$ cat src/rtl/md5_pkg.sv
// Shared definitions for the MD5 streaming controller and the MD5 core:
// controller states, block geometry, padding constant and initial chaining value.
package md5_pkg;

    typedef enum logic [2:0] {
        ST_IDLE,
        ST_NEWTEXT,
        ST_COLLECT,
        ST_PAD,
        ST_LOAD,
        ST_WAIT,
        ST_EXTRA
    } state_t;

    localparam logic [7:0] MD5_PAD_BYTE = 8'h80;
    localparam int         BLOCK_WORDS  = 16;
    localparam int         BEATS        = 4;

    // Initial chaining value {A,B,C,D}
    localparam logic [127:0] MD5_IV = {32'h67452301, 32'hefcdab89,
                                       32'h98badcfe, 32'h10325476};

    // Keeps the first nbytes bytes, places the pad marker after them, clears the rest.
    function automatic logic [31:0] pad_word(input logic [31:0] word,
                                             input logic [2:0]  nbytes);
        logic [31:0] res;
        res = '0;
        for (int k = 0; k < 4; k++) begin
            if (k < int'(nbytes)) begin
                res[8*k +: 8] = word[8*k +: 8];
            end else if (k == int'(nbytes)) begin
                res[8*k +: 8] = MD5_PAD_BYTE;
            end
        end
        return res;
    endfunction

endpackage

$ cat src/rtl/md5_pad_fill.sv
// Combinational MD5 padding of one 512-bit block: marker byte, zero fill, bit length.
// In extra mode it builds the length-only block that follows an overflowing final block.
module md5_pad_fill
    import md5_pkg::*;
(
    input  logic [511:0] block_in,
    input  logic [4:0]   last_idx,
    input  logic [2:0]   nbytes,
    input  logic [63:0]  bit_len,
    input  logic         extra_mode,
    output logic [511:0] block_out,
    output logic         final_blk
);

    logic [4:0] pad_idx;

    // A full last word pushes the marker into the next word, possibly past the block
    always_comb begin
        pad_idx = (nbytes < 3'd4) ? last_idx : last_idx + 5'd1;
    end

    always_comb begin
        block_out = '0;
        final_blk = 1'b0;
        if (extra_mode) begin
            if (pad_idx == 5'd16) begin
                block_out[511 -: 32] = {24'h0, MD5_PAD_BYTE};
            end
            final_blk = 1'b1;
        end else begin
            for (int w = 0; w < BLOCK_WORDS; w++) begin
                if (5'(w) < last_idx) begin
                    block_out[511-32*w -: 32] = block_in[511-32*w -: 32];
                end else if (5'(w) == last_idx) begin
                    block_out[511-32*w -: 32] = pad_word(block_in[511-32*w -: 32], nbytes);
                end else if (5'(w) == pad_idx) begin
                    block_out[511-32*w -: 32] = {24'h0, MD5_PAD_BYTE};
                end
            end
            final_blk = (pad_idx <= 5'd13);
        end
        // Words 14/15 carry the low/high halves of the bit length
        if (final_blk) begin
            block_out[63:32] = bit_len[31:0];
            block_out[31:0]  = bit_len[63:32];
        end
    end

endmodule

$ cat src/rtl/md5_stream_ctrl.sv
// Streams 32-bit message words into 512-bit blocks, pads them, feeds the MD5 core
// in four 128-bit beats per block and strobes out the final digest.
module md5_stream_ctrl
    import md5_pkg::*;
#(
    parameter int LEN_W = 32
)
(
    input  logic         clk,
    input  logic         reset,
    input  logic         in_valid_i,
    output logic         in_ready_o,
    input  logic [31:0]  in_data_i,
    input  logic         in_last_i,
    input  logic [2:0]   in_nbytes_i,
    output logic         core_newtext_o,
    output logic         core_load_o,
    output logic [127:0] core_data_o,
    input  logic         core_ready_i,
    input  logic [127:0] core_data_i,
    output logic         busy_o,
    output logic [127:0] digest_o,
    output logic         digest_valid_o
);

    state_t           state;
    state_t           state_next;
    logic [31:0]      words [BLOCK_WORDS];
    logic [511:0]     block_flat;
    logic [511:0]     padded;
    logic             pad_final;
    logic [4:0]       word_idx;
    logic [4:0]       last_idx;
    logic [2:0]       last_nbytes;
    logic [LEN_W-1:0] byte_cnt;
    logic [63:0]      bit_len;
    logic [1:0]       beat;
    logic             more;
    logic             final_flag;
    logic             accept;

    always_comb begin
        for (int w = 0; w < BLOCK_WORDS; w++) begin
            block_flat[511-32*w -: 32] = words[w];
        end
    end

    assign bit_len = 64'({byte_cnt, 3'b000});
    assign accept  = (state == ST_COLLECT) && (word_idx < 5'd16) && in_valid_i;

    md5_pad_fill u_pad_fill (
        .block_in   (block_flat),
        .last_idx   (last_idx),
        .nbytes     (last_nbytes),
        .bit_len    (bit_len),
        .extra_mode (state == ST_EXTRA),
        .block_out  (padded),
        .final_blk  (pad_final)
    );

    always_comb begin
        state_next     = state;
        in_ready_o     = 1'b0;
        core_newtext_o = 1'b0;
        core_load_o    = 1'b0;
        core_data_o    = '0;
        busy_o         = (state != ST_IDLE);
        case (state)
            ST_IDLE: begin
                if (in_valid_i) begin
                    state_next = ST_NEWTEXT;
                end
            end
            ST_NEWTEXT: begin
                core_newtext_o = 1'b1;
                state_next     = ST_COLLECT;
            end
            ST_COLLECT: begin
                in_ready_o = (word_idx < 5'd16);
                if (accept) begin
                    if (in_last_i) begin
                        state_next = ST_PAD;
                    end else if (word_idx == 5'd15) begin
                        state_next = ST_LOAD;
                    end
                end
            end
            ST_PAD: begin
                state_next = ST_LOAD;
            end
            ST_LOAD: begin
                core_load_o = 1'b1;
                core_data_o = {words[{beat, 2'd0}], words[{beat, 2'd1}],
                               words[{beat, 2'd2}], words[{beat, 2'd3}]};
                if (beat == 2'(BEATS - 1)) begin
                    state_next = ST_WAIT;
                end
            end
            ST_WAIT: begin
                if (core_ready_i) begin
                    if (more) begin
                        state_next = ST_COLLECT;
                    end else if (final_flag) begin
                        state_next = ST_IDLE;
                    end else begin
                        state_next = ST_EXTRA;
                    end
                end
            end
            ST_EXTRA: begin
                state_next = ST_LOAD;
            end
            default: begin
                state_next = ST_IDLE;
            end
        endcase
    end

    always_ff @(posedge clk or negedge reset) begin
        if (!reset) begin
            state          <= ST_IDLE;
            word_idx       <= '0;
            last_idx       <= '0;
            last_nbytes    <= '0;
            byte_cnt       <= '0;
            beat           <= '0;
            more           <= 1'b0;
            final_flag     <= 1'b0;
            digest_o       <= '0;
            digest_valid_o <= 1'b0;
            for (int w = 0; w < BLOCK_WORDS; w++) begin
                words[w] <= '0;
            end
        end else begin
            state          <= state_next;
            digest_valid_o <= 1'b0;
            case (state)
                ST_NEWTEXT: begin
                    byte_cnt   <= '0;
                    word_idx   <= '0;
                    more       <= 1'b0;
                    final_flag <= 1'b0;
                end
                ST_COLLECT: begin
                    if (accept) begin
                        words[word_idx[3:0]] <= in_data_i;
                        word_idx             <= word_idx + 5'd1;
                        more                 <= !in_last_i && (word_idx == 5'd15);
                        if (in_last_i) begin
                            byte_cnt    <= byte_cnt + LEN_W'(in_nbytes_i);
                            last_idx    <= word_idx;
                            last_nbytes <= in_nbytes_i;
                        end else begin
                            byte_cnt <= byte_cnt + LEN_W'(4);
                        end
                    end
                end
                ST_PAD, ST_EXTRA: begin
                    final_flag <= pad_final;
                    for (int w = 0; w < BLOCK_WORDS; w++) begin
                        words[w] <= padded[511-32*w -: 32];
                    end
                end
                ST_LOAD: begin
                    beat <= beat + 2'd1;
                end
                ST_WAIT: begin
                    // A full intermediate block resumes collection into a fresh buffer
                    if (core_ready_i) begin
                        if (more) begin
                            word_idx <= '0;
                            more     <= 1'b0;
                        end else if (final_flag) begin
                            digest_o       <= core_data_i;
                            digest_valid_o <= 1'b1;
                        end
                    end
                end
                default: begin
                end
            endcase
        end
    end

endmodule

$ cat config.mk
export PLATFORM = sky130hd
export DESIGN_NAME = md5_stream_ctrl
export DESIGN_NICKNAME = d
export VERILOG_FILES = /design/src/rtl/md5_pkg.sv /design/src/rtl/md5_pad_fill.sv /design/src/rtl/md5_stream_ctrl.sv
export SDC_FILE = /design/constraint.sdc
export NUM_CORES = 2
export LEC_CHECK = 0
export BUFFER_PORTS_ARGS = -buffer_cell sky130_fd_sc_hd__buf_2
export CAP_MARGIN = 0
export CORE_UTILIZATION = 57
export CTS_CLUSTER_SIZE = 14
export DETAILED_ROUTE_END_ITERATION = 12
export HOLD_SLACK_MARGIN = 0.12
export PLACE_DENSITY = 0.79
export SLEW_MARGIN = 15
export SYNTH_ARGS = -nofsm -noshare
export SYNTH_HDL_FRONTEND = slang
export SYNTH_SLANG_ARGS = --single-unit
$ cat constraint.sdc
create_clock -name clk -period 2.9 [get_ports clk]
set_clock_uncertainty 0.2 [all_clocks]
set_input_delay 0.58 -clock clk [delete_from_list [all_inputs] [get_ports clk]]
set_output_delay 0.58 -clock clk [all_outputs]
set_load 0.02 [all_outputs]
; After elaboration in Yosys (flattened, before gate mapping)
; Cells that the tools add are included.
[classes]
n_reduce_logical = 85
n_shift = 0
magnitude_cmp = 29
add_sub_neg = 5
mul = 0
n_mux = 107
div_mod_pow = 0
n_bitwise = 6
eq_ne = 128
[ops]
columns = cell, n
row1 = 2-to-1 mux 32 bit, 44
row2 = case mux 512 bit (2 select lines), 1
row3 = binary-select mux 32 bit (select 4 bit), 4
row4 = bitwise mux 512 bit, 1
row5 = 2-to-1 mux 512 bit, 1
row6 = 2-to-1 mux 480 bit, 1
row7 = AND reduction 4 bit, 66
row8 = "!= test 4 x 3 -> 1 bit, second input constant", 58
row9 = 2-to-1 mux 8 bit, 25
row10 = demux 32 bit (select 4 bit), 1
row11 = 2-to-1 mux 128 bit, 1
row12 = "equality test 4 x 5 -> 1 bit, first input constant", 16
row13 = 2-to-1 mux 64 bit, 1
row14 = case mux 32 bit (2 select lines), 1
row15 = "!= test 3 x 2 -> 1 bit, second input constant", 15
row16 = "equality test 3 x 5 -> 1 bit, first input constant", 8
row17 = "< comparator 4 x 5 -> 1 bit, first input constant", 8
row18 = "!= test 5 x 4 -> 1 bit, second input constant", 8
row19 = adder 32 x 3 -> 32 bit, 1
row20 = "adder 32 x 3 -> 32 bit, second input constant", 1
row21 = "greater-or-equal comparator 5 bit, second input constant", 5
row22 = inverter 4 -> 5 bit, 5
row23 = 2-to-1 mux 3 bit, 8
row24 = "equality test 2 x 5 -> 1 bit, first input constant", 4
row25 = 38 further kinds, 76
[totals]
register_bits = 693
memories = 0
ram_bits = 0
rom_bits = 0
latch_bits = 0
input_bits = 168
elab_cells = 434
output_inout_bits = 261

; Logic depth before layout (Yosys ltp)
[logic_depth]
ltp_word = 9
depth_mapped = 11
ltp_nobuf = 8

; Cells and area by module
; From an unflattened synthesis, not the netlist that was laid out.
[unflattened]
hier_cells = 3730
hier_area_um2 = 39376.5
[modules_own_cells]
columns = mod, cells_per_inst, n_inst, seq_area_each_um2, area_per_inst_um2
row1 = md5_stream_ctrl, 2763, 1, 17341.6, 33574.7
row2 = md5_pad_fill, 967, 1, 0.0, 5801.8

; Worst setup path after synthesis
; OpenSTA, ideal clock, no wires.
[synth_path]
path_kind = flip-flop to output port
from = register beat[0]
to = output port core_data_o[108]
path_stages_with_launch = 5
path_slack_ns = 0.137
arrival_ns = 1.983
path_cell_list = dfrtp_1 buf_2 buf_1 mux4_2 and2_1
[synth_between]
elab_chain_cells = 5
[synth_rtl]
columns = element, line
row1 = start: declaration, md5_stream_ctrl.sv:37  ; logic [1:0] beat;
row2 = start signal: assignment, md5_stream_ctrl.sv:165  ; beat <= beat + 2'd1;
row3 = inverter 4 -> 5 bit (implied by the code), md5_stream_ctrl.sv:93  ; core_data_o = {words[{beat, 2'd0}], words[{beat, 2'd1}],
row4 = binary-select mux 32 bit (select 4 bit), md5_stream_ctrl.sv:93
row5 = 2-to-1 mux 32 bit (implied by the code) (2 in a row), md5_stream_ctrl.sv:93
row6 = 2-to-1 mux 128 bit, md5_stream_ctrl.sv:68  ; case (state)
row7 = end: declaration, md5_stream_ctrl.sv:18  ; output logic [127:0] core_data_o,
; Every way passes these cells. The select of a mux whose other input is x is not followed.

; Worst setup path after layout
[layout_path]
from = register beat[0]
to = output port core_data_o[55]
[layout_between]
elab_chain_cells = 5
[layout_rtl]
columns = element, line
row1 = inverter 4 -> 5 bit (implied by the code), md5_stream_ctrl.sv:94  ; words[{beat, 2'd2}], words[{beat, 2'd3}]};
row2 = binary-select mux 32 bit (select 4 bit), md5_stream_ctrl.sv:94
row3 = 2-to-1 mux 32 bit (implied by the code) (2 in a row), md5_stream_ctrl.sv:94
row4 = 2-to-1 mux 128 bit, md5_stream_ctrl.sv:68
; Every way passes these cells. The select of a mux whose other input is x is not followed.

==> metrics.yaml <==
status: "finished with violations"
violations: "setup timing"
min_period_ns: 3.185
grt_usage_pct: 37.19
switchingPower_mw: 16.23
whs_path_depth: 3
grt-ovfl-total: 0
maxSlewViolCount: 0
clk_pin_slew_ns: 0.06
path_max_fanout: 5
hold-path-endpoint: "block_flat[386]"
synth_seq_cells: 693
finalPower_mw: 40.99
drt.antenna.violating_nets: 0
cts_buffer_depth: 3
relSlewSlack_pct: 20.22
hold_violations: 0
insertion_delay_ns: 0.64
stdcell_count: 4859
yosys.area.top_type: "dfrtp_1"
firstDrtPassIters: 8
setup_ws_ns: -0.2850
grt_max_degree: 84
die-area_um2: 61280
reg2reg_depth: 8
async_reset_ff_share_pct: 100.0
synth-edff-count: 0
end_kind: "output port"
startpoint_type: "register"
synth_warnings: 0
initialDrtViolationCount: 3096
syn_nets: 3644
layout_commonest_cell: "nand2_1"
start_util_pct: 58.02
place.port_buffers: 428
cts_max_level: 3
drive_above_1_share_pct: 30.21
synthTopCellsByArea: "dfrtp_1, nand2_1, mux4_2, o21ai_0, mux2_2"
yosysUniqueCellTypes: 79
fin_nets: 4202
pin_count: 429
layout_common_cells: "nand2_1, dfrtp_1, o21ai_0"
seq_power_share_pct: 33.3
hold_path.startpoint: "in_data_i[2]"
rr_startpoint: "state[2]"
tightest_slew_ns: 1.192
synthCells: 3462
vias: 30000
rr_endpoint: "block_flat[19]"
timing.fmax_mhz: 314.0
syn_to_final_growth_pct: 26.66
p_leak_nw: 19.23
p_int_mw: 24.76
wl_um: 115000
synth_area_um2: 34370
dp.cells: 4548
avgSynthCellArea_um2: 9.928
switching_share_pct: 39.60
cts_tree: "built"
min_path_type: "in -> reg"
num_rows: 89
fin_hold_ws_ns: 0.1840
die_y_um: 247.6
comb_power_share_pct: 42.8
hpwl_um: 72250
ir_drop_mv: 0.8371
min_period_over_period_pct: 109.8
cts_buffers: 74
final-setup-viol-count: 128
worst-endpoint-required_ns: 2.12
cp-startpoint: "beat[0]"
grt_pass1_vias: 30310
ys.flop_type: "dfrtp_1"
die_w_um: 247.6
worstSetupPathType: "reg -> out"
antenna_found_initial: 9
worstPathArrival_ns: 2.41
p_per_area_nw_per_um2: 941.6
core_area_um2: 59240
p_clk_share_pct: 23.9
wl_per_cell_um: 23.66
grt_first_pass_wirelength_um: 173900
cts_sinks: 693
vias_per_cell: 6.174
root_buffer: "clkbuf_16"
synth_top_area_share_pct: 50.46
rsz0062_at_grt: "yes"
maxCapViolations: 0
r2r_slack_ns: 0.09
drc: 0
gp_congestion: 1.060
seq_area_frac_synth_pct: 50.46
[synthesized netlist by cell type, types with 7 or more instances]
cell      instances
buf_6             7
nand3_1         120
nand2_1         850
clkbuf_1        144
ha_1             13
xor2_1           11
nor2b_1          15
xnor2_1          17
and2_1          136
buf_2            76
dfrtp_1         693
mux2_2          136
o21ai_0         410
o21ai_1          64
nand2b_1         11
nor3_1           17
mux4_2          128
a22oi_1          52
o21ai_2          29
nand4_1          11
and3_1           22
a21oi_1          74
o31ai_1           7
buf_4            18
nor2_1          122
a21oi_2           7
or3_1             7
a32oi_1          11
inv_1            79
buf_1            38
a31oi_1           9
a221oi_1          9
[cell families (layout without fill, tap and decap cells)]
kind of cell / Yosys count / in the layout / share of synthesized area, %
XOR/XNOR: 30 / 30 / 0.8410
other: 0 / 11 / 0
AO/OA/AOI/OAI: 750 / 750 / 13.55
flip-flops: 693 / 693 / 50.46
buffers and inverters: 362 / 975 / 4.580
adder cells (fa/ha/maj): 14 / 14 / 0.5315
multiplexers: 265 / 265 / 12.87
AND/OR/NAND/NOR: 1348 / 1348 / 17.17
[worst max-delay path: stages, from the launching register on]
cell and delay [ns]:
dfrtp_4 0.50, buf_12 0.15, buf_12 0.14, buf_4 0.13, mux4_2 0.52, and2_4 0.19
buf_6 0.12
[metrics by stage]
stage	area (um2)	setup TNS (ns)	setup WS, ns	util [%]
after floorplan	34370	0	0.1373	-
after global placement	37950	0	0.1717	64.05
after detailed placement	37950	0	0.1127	64.05
after CTS	42660	-32.66	-0.3194	72.02
after global routing	43530	-30.72	-0.3000	73.47
final	43530	-26.98	-0.2850	73.48
[routing by layer]
metal  vias up  routed length [um]  GRT usage, %
met5         -                   0             0
met4         0                6045         20.99
met3       356               10120         7.180
met2      1731               56200         59.83
met1     14870               42590         47.49
li1      13040                   -             -
[area by class of cell]
| cell class | instances | area, um2 |
|---|---|---|
| tap | 773 | 967.2 |
| inverter | 79 | 309.0 |
| clock inverter | 28 | 370.4 |
| clock buffer | 103 | 2103 |
| multi-input combinational | 2407 | 15810 |
| fill | 3906 | 15710 |
| antenna | 11 | 27.53 |
| sequential | 693 | 17350 |
| timing repair buffer | 765 | 6596 |
[state kept, by name, summed over array words and instances (netlist names), 2 cells and up]
name and cells:
block_flat 512, digest_o 128, byte_cnt 32, last_idx 5, word_idx 5, last_nbytes 3
state 3, beat 2
[power groups by stage]
stage / registers, mW / clock network (mW) / logic, mW
6_report: 13.7 / 9.81 / 17.5
2_1_floorplan: 14.2 / 0 / 8.90
3_5_place_dp: 13.6 / 0 / 15.0
4_1_cts: 13.5 / 9.80 / 16.5
3_3_place_gp: 13.5 / 0 / 14.7
5_1_grt: 13.9 / 10.2 / 18.5
[timing repair]
action,4_1_cts,5_1_grt
pin swaps,28,69
setup endpoints to repair,130,149
buffers inserted,19,6
resized for setup,140,238
hold buffers,133,0
endpoints found under the hold margin,339,0
gates cloned,9,8
[how the worst max path moves through the flow]
stage / endpoint / slack (ns) / cells past startpoint
2_1_floorplan: core_data_o[108] / 0.14 / 4
3_3_place_gp: block_flat[314] / 0.17 / 8
3_5_place_dp: block_flat[124] / 0.11 / 6
4_1_cts: core_data_o[104] / -0.32 / 6
5_1_grt: core_data_o[104] / -0.30 / 6
6_report: core_data_o[55] / -0.29 / 6
Power figures use the tool's default switching activity.
